[config.mk]
export PLATFORM = sky130hd
export DESIGN_NAME = vga_scan_controller
export DESIGN_NICKNAME = d
export VERILOG_FILES = /design/src/rtl/vga_pkg.sv /design/src/rtl/pixel_tick_gen.sv /design/src/rtl/vga_scan_controller.sv
export SDC_FILE = /design/constraint.sdc
export NUM_CORES = 1
export LEC_CHECK = 0
export ABC_AREA = 1
export ABC_CLOCK_PERIOD_IN_PS = 2600
export CAP_MARGIN = 20
export CORE_UTILIZATION = 45
export CTS_BUF_LIST = sky130_fd_sc_hd__clkbuf_4 sky130_fd_sc_hd__clkbuf_8
export DETAILED_ROUTE_END_ITERATION = 7
export PLACE_DENSITY_LB_ADDON = 0.1
export SLEW_MARGIN = 40
export SYNTH_ARGS = -nofsm -noshare
export SYNTH_HDL_FRONTEND = slang
export SYNTH_SLANG_ARGS = --single-unit
[constraint.sdc]
create_clock -name clk -period 2.6 [get_ports clk]
set_clock_uncertainty 0.1 [all_clocks]
set_input_delay 0.65 -clock clk [delete_from_list [all_inputs] [get_ports clk]]
set_output_delay 0.65 -clock clk [all_outputs]
set_load 0.01 [all_outputs]
[src/rtl/vga_pkg.sv]
// Shared 640x480@60 Hz raster constants, coordinate/colour types and timing decodes.
package vga_pkg;

  localparam int unsigned COORD_W = 11;
  localparam int unsigned RGB_W   = 12;

  localparam int unsigned H_ACTIVE = 640;
  localparam int unsigned H_FP     = 16;
  localparam int unsigned H_SYNC   = 96;
  localparam int unsigned H_BP     = 48;
  localparam int unsigned H_TOTAL  = 800;

  localparam int unsigned V_ACTIVE = 480;
  localparam int unsigned V_FP     = 10;
  localparam int unsigned V_SYNC   = 2;
  localparam int unsigned V_BP     = 33;
  localparam int unsigned V_TOTAL  = 525;

  typedef logic [COORD_W-1:0] coord_t;
  typedef logic [RGB_W-1:0]   rgb_t;

  localparam coord_t H_ACT_END    = coord_t'(H_ACTIVE);
  localparam coord_t H_SYNC_FIRST = coord_t'(H_ACTIVE + H_FP);
  localparam coord_t H_SYNC_LAST  = coord_t'(H_ACTIVE + H_FP + H_SYNC - 1);
  localparam coord_t H_LAST       = coord_t'(H_TOTAL - 1);

  localparam coord_t V_ACT_END    = coord_t'(V_ACTIVE);
  localparam coord_t V_SYNC_FIRST = coord_t'(V_ACTIVE + V_FP);
  localparam coord_t V_SYNC_LAST  = coord_t'(V_ACTIVE + V_FP + V_SYNC - 1);
  localparam coord_t V_LAST       = coord_t'(V_TOTAL - 1);

  function automatic logic in_hsync(input coord_t x);
    return (x >= H_SYNC_FIRST) && (x <= H_SYNC_LAST);
  endfunction

  function automatic logic in_vsync(input coord_t y);
    return (y >= V_SYNC_FIRST) && (y <= V_SYNC_LAST);
  endfunction

  function automatic logic in_active(input coord_t x, input coord_t y);
    return (x < H_ACT_END) && (y < V_ACT_END);
  endfunction

endpackage

[src/rtl/pixel_tick_gen.sv]
// Pixel-rate enable: one-clk tick every DIV system clocks (DIV >= 2).
module pixel_tick_gen #(
  parameter int unsigned DIV = 4
) (
  input  logic clk,
  input  logic rst,
  output logic tick
);

  localparam int unsigned CW = (DIV > 1) ? $clog2(DIV) : 1;
  localparam logic [CW-1:0] LAST = CW'(DIV - 1);

  logic [CW-1:0] div_cnt;

  always_ff @(posedge clk) begin
    if (rst) begin
      div_cnt <= '0;
    end else if (div_cnt == LAST) begin
      div_cnt <= '0;
    end else begin
      div_cnt <= div_cnt + CW'(1);
    end
  end

  assign tick = (div_cnt == LAST);

endmodule

[src/rtl/vga_scan_controller.sv]
// VGA raster scanner: drives x/y to the pixel encoder and registers sync, blank and colour.
module vga_scan_controller
  import vga_pkg::*;
#(
  parameter int unsigned DIV    = 4,
  parameter logic [11:0] FG_RGB = 12'hFFF,
  parameter logic [11:0] BG_RGB = 12'h000
) (
  input  logic        clk,
  input  logic        rst,
  input  logic        px_data,
  output logic [10:0] x,
  output logic [10:0] y,
  output logic        hsync,
  output logic        vsync,
  output logic [11:0] rgb,
  output logic        blank,
  output logic        frame_start
);

  logic tick;
  logic x_wrap;
  logic y_wrap;
  logic active;

  pixel_tick_gen #(.DIV(DIV)) u_tick (
    .clk  (clk),
    .rst  (rst),
    .tick (tick)
  );

  always_comb begin
    x_wrap = (x == H_LAST);
    y_wrap = (y == V_LAST);
    active = in_active(x, y);
  end

  always_ff @(posedge clk) begin
    if (rst) begin
      x <= '0;
      y <= '0;
    end else if (tick) begin
      if (x_wrap) begin
        x <= '0;
        y <= y_wrap ? '0 : y + coord_t'(1);
      end else begin
        x <= x + coord_t'(1);
      end
    end
  end

  // Video decode uses the pre-increment x/y, so outputs trail the coordinate by one pixel.
  always_ff @(posedge clk) begin
    if (rst) begin
      hsync       <= 1'b1;
      vsync       <= 1'b1;
      blank       <= 1'b1;
      rgb         <= '0;
      frame_start <= 1'b0;
    end else begin
      frame_start <= tick && x_wrap && y_wrap;
      if (tick) begin
        hsync <= !in_hsync(x);
        vsync <= !in_vsync(y);
        blank <= !active;
        rgb   <= active ? (px_data ? FG_RGB : BG_RGB) : '0;
      end
    end
  end

endmodule
Word-level counts from Yosys, hierarchy flattened
Index checks and enable logic that the tools add are counted.
{"block": "word_totals", "memories": 0, "romBits": 0, "regBits": 40, "latchBits": 0, "elab_cells": 34, "mem_bits_rw": 0}
{"block": "classes", "order_cmp": 6, "n_reduce_logical": 10, "n_addsub": 3, "eq_ne": 3, "n_shift": 0, "mul": 0, "muxes": 4, "bitwise": 0, "div_mod_pow": 0}
{"cell": "12-bit 2-to-1 mux", "n": 2}
{"cell": "11-bit by 1-bit adder with 11-bit output (second input constant)", "n": 2}
{"cell": "11-bit by 10-bit equality test with 1-bit output (second input constant)", "n": 2}
{"cell": "11-bit 2-to-1 mux", "n": 2}
{"cell": "11-bit by 10-bit >= comparator with 1-bit output (second input constant)", "n": 1}
{"cell": "11-bit by 9-bit >= comparator with 1-bit output (second input constant)", "n": 1}
{"cell": "11-bit by 10-bit less-or-equal comparator with 1-bit output (second input constant)", "n": 1}
{"cell": "11-bit by 9-bit less-or-equal comparator with 1-bit output (second input constant)", "n": 1}
{"cell": "11-bit by 10-bit < comparator with 1-bit output (second input constant)", "n": 1}
{"cell": "11-bit by 9-bit < comparator with 1-bit output (second input constant)", "n": 1}
{"cell": "1-bit logical AND", "n": 5}
{"cell": "1-bit zero test", "n": 3}
{"cell": "2-bit by 1-bit adder with 2-bit output (second input constant)", "n": 1}
{"cell": "2-bit equality test (second input constant)", "n": 1}
{"cell": "2-bit AND reduction", "n": 1}
{"cell": "2-bit OR reduction", "n": 1}

Longest topological paths before layout
{"block": "logic_depth", "depth_word": 3, "mapped_depth": 9, "depth_no_buf": 9}

Hierarchy
A second synthesis with hierarchy kept.
{"block": "hier_totals", "cells_unflattened": 238, "area_unflattened_um2": 1655.3}
{"module": "vga_scan_controller", "seq_area_each_um2": 540.5, "cells_each": 229, "area_per_inst_um2": 1580.3, "instances": 1}
{"module": "pixel_tick_gen", "seq_area_each_um2": 40.0, "cells_each": 9, "area_per_inst_um2": 75.1, "instances": 1}

Worst setup path after synthesis
Ideal clock, no wire load.
{"block": "synth_timing", "path_kind": "reg-to-reg", "from": "reg x[0]", "to": "reg y[3]", "period_less_slack_ns": 1.534, "stages_incl_launch_ff": 8, "arrival_time_ns": 1.313, "n_path_buf": 1, "required_time_ns": 2.378, "slack_ns": 1.066, "cell_sequence": "dfxtp_1 > ha_1 > nand2_1 > nor3_2 > nand3_2 > buf_6 > o21ai_0 > a21oi_1"}
{"block": "synth_via", "elab_chain_cells": 2}
{"element": "start: declaration", "line": "vga_scan_controller.sv:12", "source": "output logic [10:0] x,"}
{"element": "start signal: assignment", "line": "vga_scan_controller.sv:47", "source": "x <= x + coord_t'(1);"}
{"element": "11-bit by 10-bit equality test with 1-bit output", "line": "vga_scan_controller.sv:33", "source": "x_wrap = (x == H_LAST);"}
{"element": "2-bit AND reduction (no line)"}
{"element": "end signal: assignment", "line": "vga_scan_controller.sv:45", "source": "y <= y_wrap ? '0 : y + coord_t'(1);"}
{"element": "end: declaration", "line": "vga_scan_controller.sv:13", "source": "output logic [10:0] y,"}
No other way between the ends.
A chain may end at the register's enable or synchronous reset.

==> out/metrics.csv <==
stage,metric,value,unit
drt,drt drc,0,
hold_path,Hold Crit Class,register to register,
drt,Vias/cell,4.86,
critical_path,startpoint types,register,
drt,via count,1487,
timing,period utilization,85.7,%
pwr,worst vdd ir,0.000233,V
clock_network,post-CTS setup buffer count,0,
critical_path,"delay-heaviest family, CP",buffers and inverters,
clock_network,CTS tree,yes,
global_route,GRT Util Overall,21.3,%
cells_and_area,final instance area,2000,um2
critical_path,"setup slack, reg-to-reg",680,ps
global_route,vias in the first global route,1305,
critical_path,CP Max Fanout,13,
timing,maximum clock frequency,0.449,GHz
critical_path,worst r2r path cells,8,
critical_path,Crit path arrival time,1480,ps
synth,Seq cells post-synth,29,
place,Post-DP HPWL,2.67,mm
drt,Final ANT Viol Nets,0,
synth,most used flip-flop cell after synthesis,dfxtp_1,
synth,Mapped Cells,226,
global_route,antenna violations before repair,0,
clock_network,Clk Tree Root Cell,clkbuf_4,
place,dpl ws,585,ps
floorplan,CORE AREA,3360,um2
place,Post-DP Area,1940,um2
place,Cell Count Post-Placement,299,
global_route,first-pass GRT wire length,5.80,mm
pwr,Clock Power Share,36.5,%
critical_path,worst setup path startpoint,rgb[10],
synth,"EDFF count, synth",0,
pwr,Pwr Density,403,nW/um2
drt,DRT iter0 DRCs,74,
pwr,Reg power frac,56.5,%
clock_network,clk_lat worst skew,330,ps
synth,"Async S/R FF share, synth",0,%
floorplan,die area,3750,um2
critical_path,crit path buf inv count,1,
clock_network,CTS max path bufs,2,
cells_and_area,Layout Nets,267,
job,number of max-cap violations,0,
floorplan,Initial Util,47.0,%
clock_network,clock sinks,29,
pwr,Overall Power,0.807,mW
drt,DR WL met2,1.57,mm
clock_network,hold buffer count at cts,0,
timing,WHS,326,ps
critical_path,Crit path required time,1850,ps
place,count of input and output buffers,40,
synth,post-synthesis area per instance,6.99,um2
clock_network,post-cts gate resize count,0,
timing,"Slew Viols, Final",0,
place,GPL Wtd Cong,0.811,
cells_and_area,Final Util,59.5,%
timing,Worst-Margin Slew,392,ps
cells_and_area,diodes inserted,0,
critical_path,Critical Path Sink,rgb[7],
synth,Yosys warning count,0,
cells_and_area,"commonest non-fill, non-tap cell in the layout",nand2_1,
floorplan,Die Y,61.3,um
timing,Tmin final,2230,ps
global_route,grt ovf,0,
synth,post-synth net total,233,
pwr,Pint,0.615,mW
critical_path,delay of the slowest cell on the worst path,610,ps
critical_path,Crit path depth,1,
cells_and_area,most frequent cells in the layout,"48 x nand2_1, 40 x clkdlybuf4s50_1, 35 x nor2_1",
drt,Routed met1 length,1.75,mm
critical_path,crit-path cells,clkdlybuf4s50_1,
critical_path,worst reg2reg endpoint,y[2],
critical_path,CP max-delay cell,clkdlybuf4s50_1,
critical_path,FF-to-FF Start,x[0],
timing,final setup TNS,0,ps
floorplan,FP Rows,21,
synth,Post-Syn Area,1580,um2
cells_and_area,Area Growth Syn to Fin,26.7,%
clock_network,Num CTS Buffers,5,
drt,WL met3,168,um
floorplan,Die X,61.3,um
synth,post-synthesis sequential area ratio,36.7,%
clock_network,clock-pin transition on the worst setup and hold timing paths,90,ps
drt,Pre-antenna DRT Iters,4,
timing,fin worst setup slack,372,ps
pwr,Comb pwr share,7.0,%
synth,Synth cell types,33,
clock_network,H-tree Lvls,2,
pwr,Sw Pwr,0.191,mW
timing,Slew headroom,73.7,%
timing,RSZ-0062 raised after global routing,false,
floorplan,num ports,41,
pwr,P_leak,0.793,nW
drt,wire length per cell,11.7,um
timing,Setup-failing EPs final,0,
drt,top routing layer in use,met4,
pwr,Net Sw Frac,23.7,%
drt,"wirelength, routed",3.58,mm
global_route,largest net degree at the start of global routing,14,
cells_and_area,FILL cells,371,
outcome,status,completed,
timing,Fin. Hold Viols,0,
cells_and_area,Final Non-Filler Cells,306,
critical_path,WS Path Type,register to output pin,
cells_and_area,share of layout cells above drive strength 1,8.85,%
critical_path,CP Capture Type,output pin,
metal layers:
metal  up-vias  track usage (%)
met4         0             9.74
met5         -                0
met2        45             32.1
met3        11             6.72
li1        781                -
met1       650             27.9
sequential cells by signal, indices dropped and copies added (netlist names):
register,cells
y,11
x,11
blank,1
hsync,1
rgb,1
u_tick.div_cnt,2
frame_start,1
vsync,1
how the worst min path moves through the flow:
stage	from	end	slack, ps	depth (start not counted)
global placement	u_tick.div_cnt[0]	u_tick.div_cnt[0]	320	1
finish	u_tick.div_cnt[0]	u_tick.div_cnt[0]	330	1
floorplan	u_tick.div_cnt[0]	u_tick.div_cnt[0]	300	1
detailed placement	u_tick.div_cnt[0]	u_tick.div_cnt[0]	320	1
CTS	u_tick.div_cnt[0]	u_tick.div_cnt[0]	330	1
global route	u_tick.div_cnt[0]	u_tick.div_cnt[0]	350	1
power by group through the flow:
stage	Combinational, mW	Clock [mW]	Sequential [mW]
after global routing	0.0617	0.319	0.458
final	0.0562	0.294	0.456
after detailed placement	0.0564	0	0.467
after global placement	0.0558	0	0.466
after floorplan	0.0349	0	0.467
after CTS	0.0567	0.296	0.456
synthesized netlist by cell type, types with 2 or more instances:
cell	instances	share of area [%]
nand4_1	5	2.0
xor2_1	3	1.7
nor3_1	6	1.9
o21ai_0	4	1.3
inv_1	27	6.4
ha_1	4	3.2
nor2_1	35	8.3
buf_4	11	5.2
nand2_1	48	11
inv_2	2	0.48
nand3_1	17	5.4
nor2_2	3	1.2
dfxtp_1	29	37
a21oi_1	13	4.1
area by class of cell:
type                       instances  area [um2]  share of cell area, %
tap                               46        57.6                   2.88
sequential                        29         581                   29.0
timing repair buffer              41         408                   20.4
inverter                          29         109                   5.44
multi-input combinational        154         788                   39.4
clock buffer                       7        58.8                   2.94
worst reg2reg max path: stages (launching register included):
cell and delay, ps:
dfxtp_1 400, ha_1 190, nand2_1 120, nor3_2 150, nand3_2 310, nor2_1 230
inv_1 80, nand2_1 150, nor2_1 70
logic make-up after synthesis:
group           synth area share (%)
simple gates                    36.3
compound gates                  8.16
xor+xnor                        2.22
flops                           36.7
fa+ha+maj                       3.17
buf+inv                         13.4
Power figures use the tool's default switching activity.
